File: src/rtl/alu_share_arbiter.sv
// Two-requester arbiter sharing one combinational ALU: round-robin grant, operand hold, registered response.
// Optional grant counters enabled by defining ALU_SHARE_ARBITER_PERF_EN.
//
// state  | meaning
// S_IDLE | waiting for a request; ReqReady offered to the granted requester
// S_EXEC | operands held on the ALU; down-counter runs to the capture cycle
// S_RESP | captured result presented until the consumer accepts it
module alu_share_arbiter #(
  parameter int unsigned EXEC_CYCLES = 1
) (
  input  logic        clk,
  input  logic        rst,
  input  logic [1:0]  ReqValid,
  output logic [1:0]  ReqReady,
  input  logic [31:0] ReqA0,
  input  logic [31:0] ReqB0,
  input  logic [31:0] ReqA1,
  input  logic [31:0] ReqB1,
  input  logic [3:0]  ReqOp0,
  input  logic [3:0]  ReqOp1,
  output logic [31:0] AluA,
  output logic [31:0] AluB,
  output logic [3:0]  AluOp,
  input  logic [31:0] AluRes,
  output logic        RspValid,
  output logic        RspId,
  output logic [31:0] RspData,
  input  logic        RspReady
`ifdef ALU_SHARE_ARBITER_PERF_EN
  ,
  output logic [15:0] GrantCnt0,
  output logic [15:0] GrantCnt1
`endif
);

  typedef enum logic [1:0] {
    S_IDLE = 2'd0,
    S_EXEC = 2'd1,
    S_RESP = 2'd2
  } state_t;

  localparam logic [3:0] CNT_LOAD = 4'(EXEC_CYCLES - 1);

  state_t      state, state_nxt;
  logic        rr_ptr;
  logic [3:0]  cnt;
  logic [1:0]  grant;
  logic        xfer;
  logic        rsp_hs;

  // Grant is gated by rst so no requester sees ReqReady while reset is held.
  always_comb begin
    grant = 2'b00;
    if (state == S_IDLE && !rst) begin
      case (ReqValid)
        2'b01:   grant = 2'b01;
        2'b10:   grant = 2'b10;
        2'b11:   grant = rr_ptr ? 2'b10 : 2'b01;
        default: grant = 2'b00;
      endcase
    end
  end

  assign ReqReady = grant;
  assign xfer     = |grant;
  assign RspValid = (state == S_RESP) && !rst;
  assign rsp_hs   = RspValid && RspReady;

  always_comb begin
    state_nxt = state;
    case (state)
      S_IDLE:  if (xfer) state_nxt = S_EXEC;
      S_EXEC:  if (cnt == 4'd0) state_nxt = S_RESP;
      S_RESP:  if (rsp_hs) state_nxt = S_IDLE;
      default: state_nxt = S_IDLE;
    endcase
  end

  always_ff @(posedge clk) begin
    if (rst) begin
      state   <= S_IDLE;
      rr_ptr  <= 1'b0;
      cnt     <= 4'd0;
      AluA    <= 32'd0;
      AluB    <= 32'd0;
      AluOp   <= 4'd0;
      RspId   <= 1'b0;
      RspData <= 32'd0;
    end else begin
      state <= state_nxt;
      if (xfer) begin
        AluA  <= grant[1] ? ReqA1  : ReqA0;
        AluB  <= grant[1] ? ReqB1  : ReqB0;
        AluOp <= grant[1] ? ReqOp1 : ReqOp0;
        RspId <= grant[1];
        cnt   <= CNT_LOAD;
      end
      if (state == S_EXEC) begin
        if (cnt == 4'd0) RspData <= AluRes;
        else             cnt <= cnt - 4'd1;
      end
      // Next tie goes to whoever was not just served.
      if (rsp_hs) rr_ptr <= ~RspId;
    end
  end

`ifdef ALU_SHARE_ARBITER_PERF_EN
  always_ff @(posedge clk) begin
    if (rst) begin
      GrantCnt0 <= 16'd0;
      GrantCnt1 <= 16'd0;
    end else begin
      if (grant[0] && GrantCnt0 != 16'hFFFF) GrantCnt0 <= GrantCnt0 + 16'd1;
      if (grant[1] && GrantCnt1 != 16'hFFFF) GrantCnt1 <= GrantCnt1 + 16'd1;
    end
  end
`endif

endmodule
File: config.mk
export PLATFORM = sky130hd
export DESIGN_NAME = alu_share_arbiter
export DESIGN_NICKNAME = d
export VERILOG_FILES = /design/src/rtl/alu_share_arbiter.sv
export SDC_FILE = /design/constraint.sdc
export NUM_CORES = 1
export LEC_CHECK = 0
export BUFFER_PORTS_ARGS = -buffer_cell sky130_fd_sc_hd__buf_2
export CELL_PAD_IN_SITES_DETAIL_PLACEMENT = 1
export CELL_PAD_IN_SITES_GLOBAL_PLACEMENT = 2
export CORE_AREA = 2 2 163 133
export DETAILED_ROUTE_END_ITERATION = 7
export DIE_AREA = 0 0 165 135
export PLACE_DENSITY = 0.84
export SYNTH_ARGS = -nofsm -noshare
export SYNTH_HDL_FRONTEND = slang
export SYNTH_SLANG_ARGS = --single-unit
File: constraint.sdc
create_clock -name clk -period 3.84 [get_ports clk]
set_input_delay 0.192 -clock clk [delete_from_list [all_inputs] [get_ports clk]]
set_output_delay 0.192 -clock clk [all_outputs]
set_load 0.01 [all_outputs]
==> run metrics, run 1 <==
Place WS 1.38 ns; port bufs 276; antenna violations before repair 1; Yosys top cell area share 39.2%; ranking of synthesized cells by area dfxtp_1, a311oi_1, a21oi_1; TritonCTS clock tree done; #FFs+latches synth 108; final worst path period need 2.45 ns; drt pass-1 iters 4; clock root buffer clkbuf_16; status finished clean; Rows 47; Tightest Hold Check Type in -> reg; PwrDens 409 nW/um2; top cell type by total area after synthesis dfxtp_1; Max Fclk 0.408 GHz; sequential fraction of the synthesis area 39.2%; Top Layer Used met4; Arrival @ worst endpoint 2.26 ns; Clk Latency, worst-skew pair 0.35 ns; fin crit share 63.9%; Max Cap Violations 0; clock buffer count from CTS 9; relative slew slack 29.8%; Nets 997; gpl congestion 0.755; Mapped Area 5520 um2; # resized after CTS 0; clock-pin slew on the worst setup and hold paths 0.07 ns; Primary FF master, synth dfxtp_1; Post-Route WL 21900 um; 1st-iter DRT viols 341; core box area 20500 um2; ANT nets after route 0; Ports 277; die width 165 um; Setup Fix Bufs, Post-CTS 0; Synth Net Count 790; hold_buf cts 0; Routed wire per std cell 20.0 um; via-per-instance ratio 5.50; Netlist cell types 36; CP Capture Type output port; Crit Path Category reg -> out; P&R area growth vs syn 30.8%; routed wl met3 1680 um; GRT Overall Usage 19.2%; Vias 6033; Leakage 2.87 nW; Longest Clk Path Bufs 2; Layout Utilization 35.2%; full die area 22300 um2; GRT overflow 0; pin count of the biggest net entering global routing 87; Final Hold Viols 0; met1 wire length 9670 um; DP HPWL 14200 um; Syn Area/Cell 8.96 um2; fillcell total 2482; metal2 WL 10300 um; DIE HEIGHT 135 um; final slew viol count 0; CP startpoint kind flop; WP data required 3.65 ns; CTS sink cnt 108; first-pass GRT wire length 33800 um; RSZ-0062 raised after global routing no; worst-margin pin slew 1.05 ns; cell with the most instances after synthesis dfxtp_1; share of layout cells above drive strength 1 43.0%; Worst VDD drop 0.000210 V; final setup fails 0; vias in the first global route 6061; top post-synthesis cells by count dfxtp_1, a21oi_1, a311oi_1, nand4_1, buf_2; Cells after Synth 616; Antenna Cells 0; skew final 0.00743 ns; H-tree levels 3; post-synthesis async set-or-reset flop share 0%; number of flops mapped to enable cells by yosys 0; Initial Utilization 26.9%; setup tns final 0 ns; CP max FO 61; Final WS setup 1.39 ns; warnings from Yosys 0; DRC Markers 0
## registers in the layout (all words and copies together) (netlist names)
register / flops
AluB: 32
state: 2
RspData: 32
RspId: 1
AluA: 32
rr_ptr: 1
AluOp: 4
cnt: 4
## layout by cell type (no fill, tap or decap), drive strengths merged
cell type	instances
or3	1
clkbuf	9
nand4	69
o21ai	33
nor3	3
ha	1
nor2b	3
o31ai	68
bufinv	2
and3b	1
a31o	3
nand3	32
nor3b	3
nor2	6
dfxtp	108
and3	1
nor4	2
nand2	2
inv	7
and2	1
a22oi	1
clkinv	3
or2	1
or3b	1
buf	290
nand2b	3
o211ai	1
a21oi	103
o41ai	1
a311oi	69
## per-layer routing
layer / up-vias / track usage (%)
met5: - / 0
met4: 0 / 4.30
met3: 16 / 5.37
met2: 206 / 31.4
met1: 2945 / 25.0
li1: 2866 / -
## cell families (layout without fill, tap and decap cells)
family | after synthesis | in the layout | synth area share (%)
compound gates | 279 | 279 | 37.0
fa+ha+maj | 1 | 1 | 0.227
buf+inv | 99 | 311 | 9.41
flops | 108 | 108 | 39.2
simple gates | 129 | 129 | 14.2
## final timing paths
kind                                  from  slack, ns                        to  depth (start not counted)
setup / recovery     state[1]$_SDFFE_PP0P_       1.39               ReqReady[1]                          4
hold / removal                    RspReady       0.08       rr_ptr$_SDFFE_PP0P_                          2
setup reg to reg     state[1]$_SDFFE_PP0P_       1.67     AluA[23]$_SDFFE_PP0P_                          4
hold reg to reg   RspData[14]$_SDFFE_PP0P_       0.47  RspData[14]$_SDFFE_PP0P_                          2
## report_power, final
group	total [mW]	leakage [nW]	switching, mW	internal [mW]
clock network	1.06	0.163	0.473	0.585
logic	0.639	1.82	0.397	0.242
registers	1.25	0.887	0.0466	1.21
total	2.95	2.87	0.916	2.03
## per-stage QoR
| stage | std cells | area [um2] | power, mW | hold WS (ns) |
|---|---|---|---|---|
| 3_5_place_dp | 1081 | 6890 | 1.92 | 0.438 |
| 5_1_grt | 1097 | 7220 | 3.09 | 0.0638 |
| 2_1_floorplan | 616 | 5520 | 1.66 | 0.308 |
| 3_3_place_gp | 1081 | 6890 | 1.92 | 0.434 |
| 6_report | 1097 | 7220 | 2.95 | 0.0847 |
| 4_1_cts | 1097 | 7220 | 2.99 | 0.0585 |
## cell type report
cell class | instances | area, um2 | area share (%)
clock buffer | 9 | 225 | 3.12
inverter | 5 | 20.0 | 0.277
multi-input combinational | 409 | 2870 | 39.7
sequential | 108 | 2160 | 30.0
clock inverter | 7 | 106 | 1.47
timing repair buffer | 290 | 1500 | 20.8
tap | 269 | 337 | 4.66
## critical path: stages, from the launching register on
cell	delay, ns
dfxtp_1	0.50
or3_4	0.30
buf_4	0.78
nor3_2	0.11
buf_2	0.19
Note: power is estimated with default switching activity, not from simulation.
==> run 2: changes to the inputs <==
Settings changed: CORE_AREA 2 2 163 133 to 2 2 177 144, DIE_AREA 0 0 165 135 to 0 0 179 146, PLACE_DENSITY 0.84 to 0.76.
Clock period 3.84 ns to 2.1 ns, I/O delays scaled along.
==> run 2 against run 1 <==
Against the previous run: die area grew 17%; via count rose by 3.4%; critical endpoint unchanged; register-to-register slack worse by 1.3 ns; setup slack worse by 1.3 ns; non-clock buffer count increased by 57; sequential power up 83%; hold slack got worse by 0.062 ns; critical path depth stayed put; flip-flop and latch count is the same.
==> run metrics, run 2 (same netlist as run 1, synthesis figures left out) <==
status finished clean; WP data required 2.00 ns (-1.65 ns); first-pass GRT wire length 36300 um (+7.4%); setup tns final 0 ns (unchanged); fin crit share 94.4%; Buffers & Inverters on Critical Path 2 (unchanged); drt pass-1 iters 4 (unchanged); DRC Markers 0 (unchanged); Worst VDD drop 0.000375 V (+79%); share of layout cells above drive strength 1 41.3% (-1.7 points); Pwr Total 5.37 mW (+82%); Routed wire per std cell 19.8 um (-0.85%); crit path cell chain or3_4, buf_4, nor3_4, buf_2; clock root buffer clkbuf_16; commonest non-fill, non-tap cell in the layout buf_2; final setup fails 0 (unchanged); H-tree levels 3 (unchanged); GRT overflow 0 (unchanged); cell family contributing the most delay on the critical path simple AND/OR/NAND/NOR gates; Tightest Hold Check Type in -> reg; final worst path period need 1.98 ns; Clk pwr share 32.7% (-3.2 points); ANT nets after route 0 (unchanged); switching share of total power 31.2% (+0.14 points); DIE HEIGHT 146 um (+8.1%); CTS sink cnt 108 (unchanged); vias in the first global route 6403 (+5.6%); clock buffer count from CTS 9 (unchanged); Vias 6238 (+3.4%); gpl congestion 0.746 (-1.2%); final slew viol count 0 (unchanged); Post-Route WL 23800 um (+8.7%); Worst path max stage delay 0.47 ns (-0.31 ns); CP startpoint kind flop; Max Fclk 0.504 GHz; Leakage 3.16 nW (+10%); RSZ-0062 raised after global routing no; Max Cap Violations 0 (unchanged); Internal Power 3.70 mW (+82%); worst-margin pin slew 0.558 ns (-0.495 ns); Crit Path Category reg -> out; P&R area growth vs syn 44.6%; Setup Fix Bufs, Post-CTS 0 (unchanged); core box area 24200 um2 (+18%); Arrival @ worst endpoint 1.88 ns (-0.38 ns); TritonCTS clock tree done; antenna violations before repair 2 (+1); power share of the sequential group 42.6% (about the same); Nets 1054 (+5.7%); Clk Latency, worst-skew pair 0.36 ns (about the same); full die area 26100 um2 (+17%); GRT Overall Usage 17.6% (-1.5 points); CP max FO 21 (-66%); skew final 0.0116 ns (+0.00413 ns); Longest Clk Path Bufs 2 (unchanged); port bufs 276 (unchanged); CP Capture Type output port; Switch Pwr 1.68 mW (+83%); Rows 51 (+8.5%); relative slew slack 62.8% (+33 points); Gate power share 24.8% (+3.1 points); slowest CP cell or3_4; largest registers AluA x32, AluB x32, RspData x32; 1st-iter DRT viols 279 (-18%); die width 179 um (+8.5%); pin count of the biggest net entering global routing 64 (-26%); Initial Utilization 22.8% (-4.1 points); clock-pin slew on the worst setup and hold paths 0.08 ns (about the same); PwrDens 674 nW/um2 (+65%); via-per-instance ratio 5.19 (-5.7%); DP HPWL 15600 um (+9.9%); Final Hold Viols 0 (unchanged); Ports 277 (unchanged); commonest non-fill, non-tap cells in the layout buf_2, dfxtp_1, a21oi_1
==> run 2: worst paths after layout <==
check                                                 to  cells after the start  slack (ns)                startpoint
worst max-delay path                         ReqReady[1]                      4        0.12     state[1]$_SDFFE_PP0P_
worst min-delay path               AluA[12]$_SDFFE_PP0P_                      3        0.02                 ReqA0[12]
worst max register to register  RspData[31]$_SDFFE_PP0P_                      6        0.32         cnt[0]$_SDFF_PP0_
worst min register to register  RspData[16]$_SDFFE_PP0P_                      2        0.48  RspData[16]$_SDFFE_PP0P_
==> run 2: tightest hold or removal path, cell delays in order <==
cell and delay, ns:
buf_2 0.10, o31ai_2 0.05, a311oi_1 0.08
==> run 2: power groups by stage <==
stage | Clock (mW) | Combinational (mW) | Sequential [mW]
after floorplan | 0 | 0.635 | 2.40
after global placement | 0 | 1.27 | 2.33
after detailed placement | 0 | 1.28 | 2.34
after CTS | 1.84 | 1.34 | 2.29
after global routing | 1.90 | 1.45 | 2.31
final | 1.76 | 1.33 | 2.29
==> run 2: repair_timing <==
action / in CTS / in global routing
hold endpoints to repair: 46 / 0
gates resized for setup: 0 / 1
setup endpoints to repair: 0 / 1
hold buffers: 46 / 0
==> run 2: per-stage QoR <==
step | hold slack, ns | area (um2) | setup slack (ns) | util (%) | std cells
final | 0.0224 | 7980 | 0.117 | 33.0 | 1203
after detailed placement | 0.364 | 7220 | 0.324 | 29.8 | 1141
after global placement | 0.362 | 7220 | 0.414 | 29.8 | 1141
after CTS | 0.000885 | 7970 | 0.0180 | 33.0 | 1202
after floorplan | 0.221 | 5520 | 0.526 | - | 616
after global routing | 0.0102 | 7980 | 0.00588 | 33.0 | 1202
==> run 2: layout make-up <==
| cell class | instances | area (um2) |
|---|---|---|
| Inverter | 5 | 20.0 |
| Clock inverter | 5 | 61.3 |
| Tap cell | 318 | 398 |
| Multi-Input combinational cell | 409 | 2870 |
| Sequential cell | 108 | 2160 |
| Clock buffer | 10 | 229 |
| Timing Repair Buffer | 347 | 2230 |
| Fill cell | 2876 | 16200 |
| Antenna cell | 1 | 2.50 |
==> run 2: metal layers <==
| layer | GRT usage [%] | up-vias | part of all wire (%) |
|---|---|---|---|
| met1 | 22.9 | 3039 | 44 |
| met4 | 3.90 | 2 | 1.0 |
| met3 | 5.72 | 18 | 7.8 |
| met5 | 0 | - | 0.055 |
| met2 | 28.3 | 201 | 47 |
| li1 | - | 2978 | - |
==> run 3: changes to the inputs <==
Settings changed: PLACE_DENSITY 0.76 to not set, PLACE_DENSITY_LB_ADDON set to 0.3.
==> run 3 against run 2 <==
Against the previous run: sequential power about the same; setup slack gained 0.0072 ns; clock skew about the same; critical path depth up 1; sequential share of layout area grew 0.15 points; power grew 0.90%; hold slack worse by 0.0073 ns; via count grew 0.53%; die area is the same; fmax increased by 0.36%; cell count is 0.42% higher; count of clock-buffer cells in the layout fell by 1; critical endpoint is now ReqReady[0]; largest cell class unchanged.
==> run metrics, run 3 (same netlist as run 1, synthesis figures left out) <==
clock-pin slew on the worst setup and hold paths 0.09 ns (about the same); status finished clean; Leakage 3.14 nW (-0.41%); 1st-iter DRT viols 328 (+18%); antenna violations before repair 5 (+3); CP Capture Type output port; die width 179 um (unchanged); vias in the first global route 6397 (-0.094%); DIE HEIGHT 146 um (unchanged); Post-Route WL 24200 um (+1.5%); Pwr Total 5.42 mW (+0.90%); via-per-instance ratio 5.19 (+0.11%); final slew viol count 0 (unchanged); hold_sp ReqA0[27]; Clk Latency, worst-skew pair 0.36 ns (about the same); Max Fclk 0.506 GHz (+0.36%); Ports 277 (unchanged); CTS sink cnt 108 (unchanged); worst r2r path cells 5 (-1); # resized after CTS 0 (unchanged); Switch Pwr 1.81 mW (+7.9%); PwrDens 683 nW/um2 (+1.4%); largest registers AluA x32, AluB x32, RspData x32; WP data required 2.00 ns (about the same); Arrival @ worst endpoint 1.87 ns (about the same); RSZ-0062 raised after global routing no; commonest non-fill, non-tap cell in the layout buf_2; GRT overflow 0 (unchanged); ANT nets after route 0 (unchanged); skew final 0.0113 ns (-0.000221 ns); cell family contributing the most delay on the critical path buffers and inverters; final setup fails 0 (unchanged); slowest CP cell buf_12; Hold Crit Depth 3 (unchanged); full die area 26100 um2 (unchanged); Gate power share 24.2% (-0.6 points); CP max FO 91 (+330%); reg2reg end cnt[1]$_SDFF_PP0_; first-pass GRT wire length 37100 um (+2.1%); core box area 24200 um2 (unchanged); commonest non-fill, non-tap cells in the layout buf_2, dfxtp_1, a21oi_1; fillcell total 2864 (-0.42%); Routed wire per std cell 20.0 um (+1.1%); power share of the sequential group 42.2% (-0.4 points); Worst VDD drop 0.000339 V (-9.4%); Place WS 0.212 ns (-0.112 ns); post-layout instance area 7940 um2 (-0.53%); Buffers & Inverters on Critical Path 3 (+1); Crit Path Category reg -> out; Worst R2R Setup Slack 0.21 ns (-0.11 ns); gpl congestion 0.726 (-2.7%); Final Hold Viols 0 (unchanged); switching share of total power 33.4% (+2.2 points); P&R area growth vs syn 43.8%; placed cell count 1137 (-0.35%); CP startpoint kind flop; Vias 6271 (+0.53%); Clk pwr share 33.7% (+1.0 points); Setup Fix Bufs, Post-CTS 0 (unchanged); port bufs 276 (unchanged); Worst path max stage delay 0.37 ns (-0.10 ns); Tightest Hold Check Type in -> reg; Layout Utilization 32.8% (-0.18 points); Longest Clk Path Bufs 2 (unchanged); Final WS setup 0.124 ns (+0.00720 ns); DP HPWL 15300 um (-1.8%); multi-input combinational cell area 2870 um2 (-0.22%); final cell count without fillers 1208 (+0.42%); drt pass-1 iters 4 (unchanged); pin count of the biggest net entering global routing 92 (+44%); share of layout cells above drive strength 1 40.9% (-0.41 points); H-tree levels 3 (unchanged); TritonCTS clock tree done; clock buffer count from CTS 9 (unchanged); Hold WS 0.0151 ns (-0.00727 ns); DRC Markers 0 (unchanged); worst-margin pin slew 0.873 ns (+0.315 ns); GRT Overall Usage 17.9% (+0.28 points); crit path cell chain buf_4, nor3_4, buf_12, and3_1, buf_2; Seq. cell area 2160 um2 (unchanged); Internal Power 3.61 mW (-2.3%); worst hold endpoint AluA[27]$_SDFFE_PP0P_; Max Cap Violations 0 (unchanged); Critical R2R Launch cnt[0]$_SDFF_PP0_; clock root buffer clkbuf_16; Nets 1057 (+0.28%); final worst path period need 1.98 ns (-0.00720 ns); fin crit share 94.1% (-0.34 points); relative slew slack 41.8% (-21 points); Placement Cell Area 7090 um2 (-1.8%); Initial Utilization 22.8% (unchanged); setup tns final 0 ns (unchanged); Rows 51 (unchanged)
run 3: changes by cell type in the layout (fill, tap and decap cells not counted):
cell / delta
buf_12: -8
inv_12: +1
nor3_2: +1
clkbuf_1: -1
dlygate4sd3_1: +7
bufinv_16: -1
clkinv_8: +2
clkinv_4: +2
inv_8: +1
buf_4: +4
diode_2: +1
nor3_4: -1
clkinvlp_4: -3
run 3: what timing repair did:
action | in CTS | in global routing
endpoints found under the hold margin | 53 | 0
setup endpoints to repair | 0 | 0
hold buffers | 53 | 0
run 3: power by group through the flow:
| stage | clock network [mW] | logic (mW) | registers, mW |
|---|---|---|---|
| 2_1_floorplan | 0 | 0.635 | 2.40 |
| 3_3_place_gp | 0 | 1.25 | 2.33 |
| 3_5_place_dp | 0 | 1.25 | 2.33 |
| 4_1_cts | 1.91 | 1.33 | 2.29 |
| 5_1_grt | 1.98 | 1.43 | 2.31 |
| 6_report | 1.83 | 1.31 | 2.29 |
run 3: final cells by class:
cell class	count	share of cell area, %
Antenna cell	2	0.0631
Clock buffer	9	2.84
Clock inverter	7	1.09
Inverter	5	0.252
Multi-Input combinational cell	409	36.1
Sequential cell	108	27.2
Tap cell	318	5.01
Timing Repair Buffer	350	27.4
run 3: worst max-delay path by stage:
stage                     slack, ns                      end  cells past startpoint                  start
after detailed placement       0.21        cnt[1]$_SDFF_PP0_                      5      cnt[0]$_SDFF_PP0_
after global placement         0.24        cnt[1]$_SDFF_PP0_                      5      cnt[0]$_SDFF_PP0_
after CTS                      0.09              ReqReady[0]                      5  state[1]$_SDFFE_PP0P_
after global routing          0.008              ReqReady[0]                      5  state[1]$_SDFFE_PP0P_
after floorplan                0.53  RspData[1]$_SDFFE_PP0P_                      6      cnt[0]$_SDFF_PP0_
final                          0.12              ReqReady[0]                      5  state[1]$_SDFFE_PP0P_
run 3: worst reg2reg max path, cell delays in order (launching register included):
cell and delay [ns]:
dfxtp_1 0.34, inv_1 0.06, ha_1 0.21, or3b_2 0.75
a22oi_2 0.30, a31o_1 0.17
run 3: layer usage:
| metal | part of all wire (%) | global-route usage [%] | vias up |
|---|---|---|---|
| li1 | - | - | 2992 |
| met1 | 45 | 23.4 | 3048 |
| met2 | 47 | 28.9 | 190 |
| met3 | 6.8 | 5.02 | 35 |
| met4 | 1.9 | 4.72 | 6 |
| met5 | 0.17 | 0 | - |
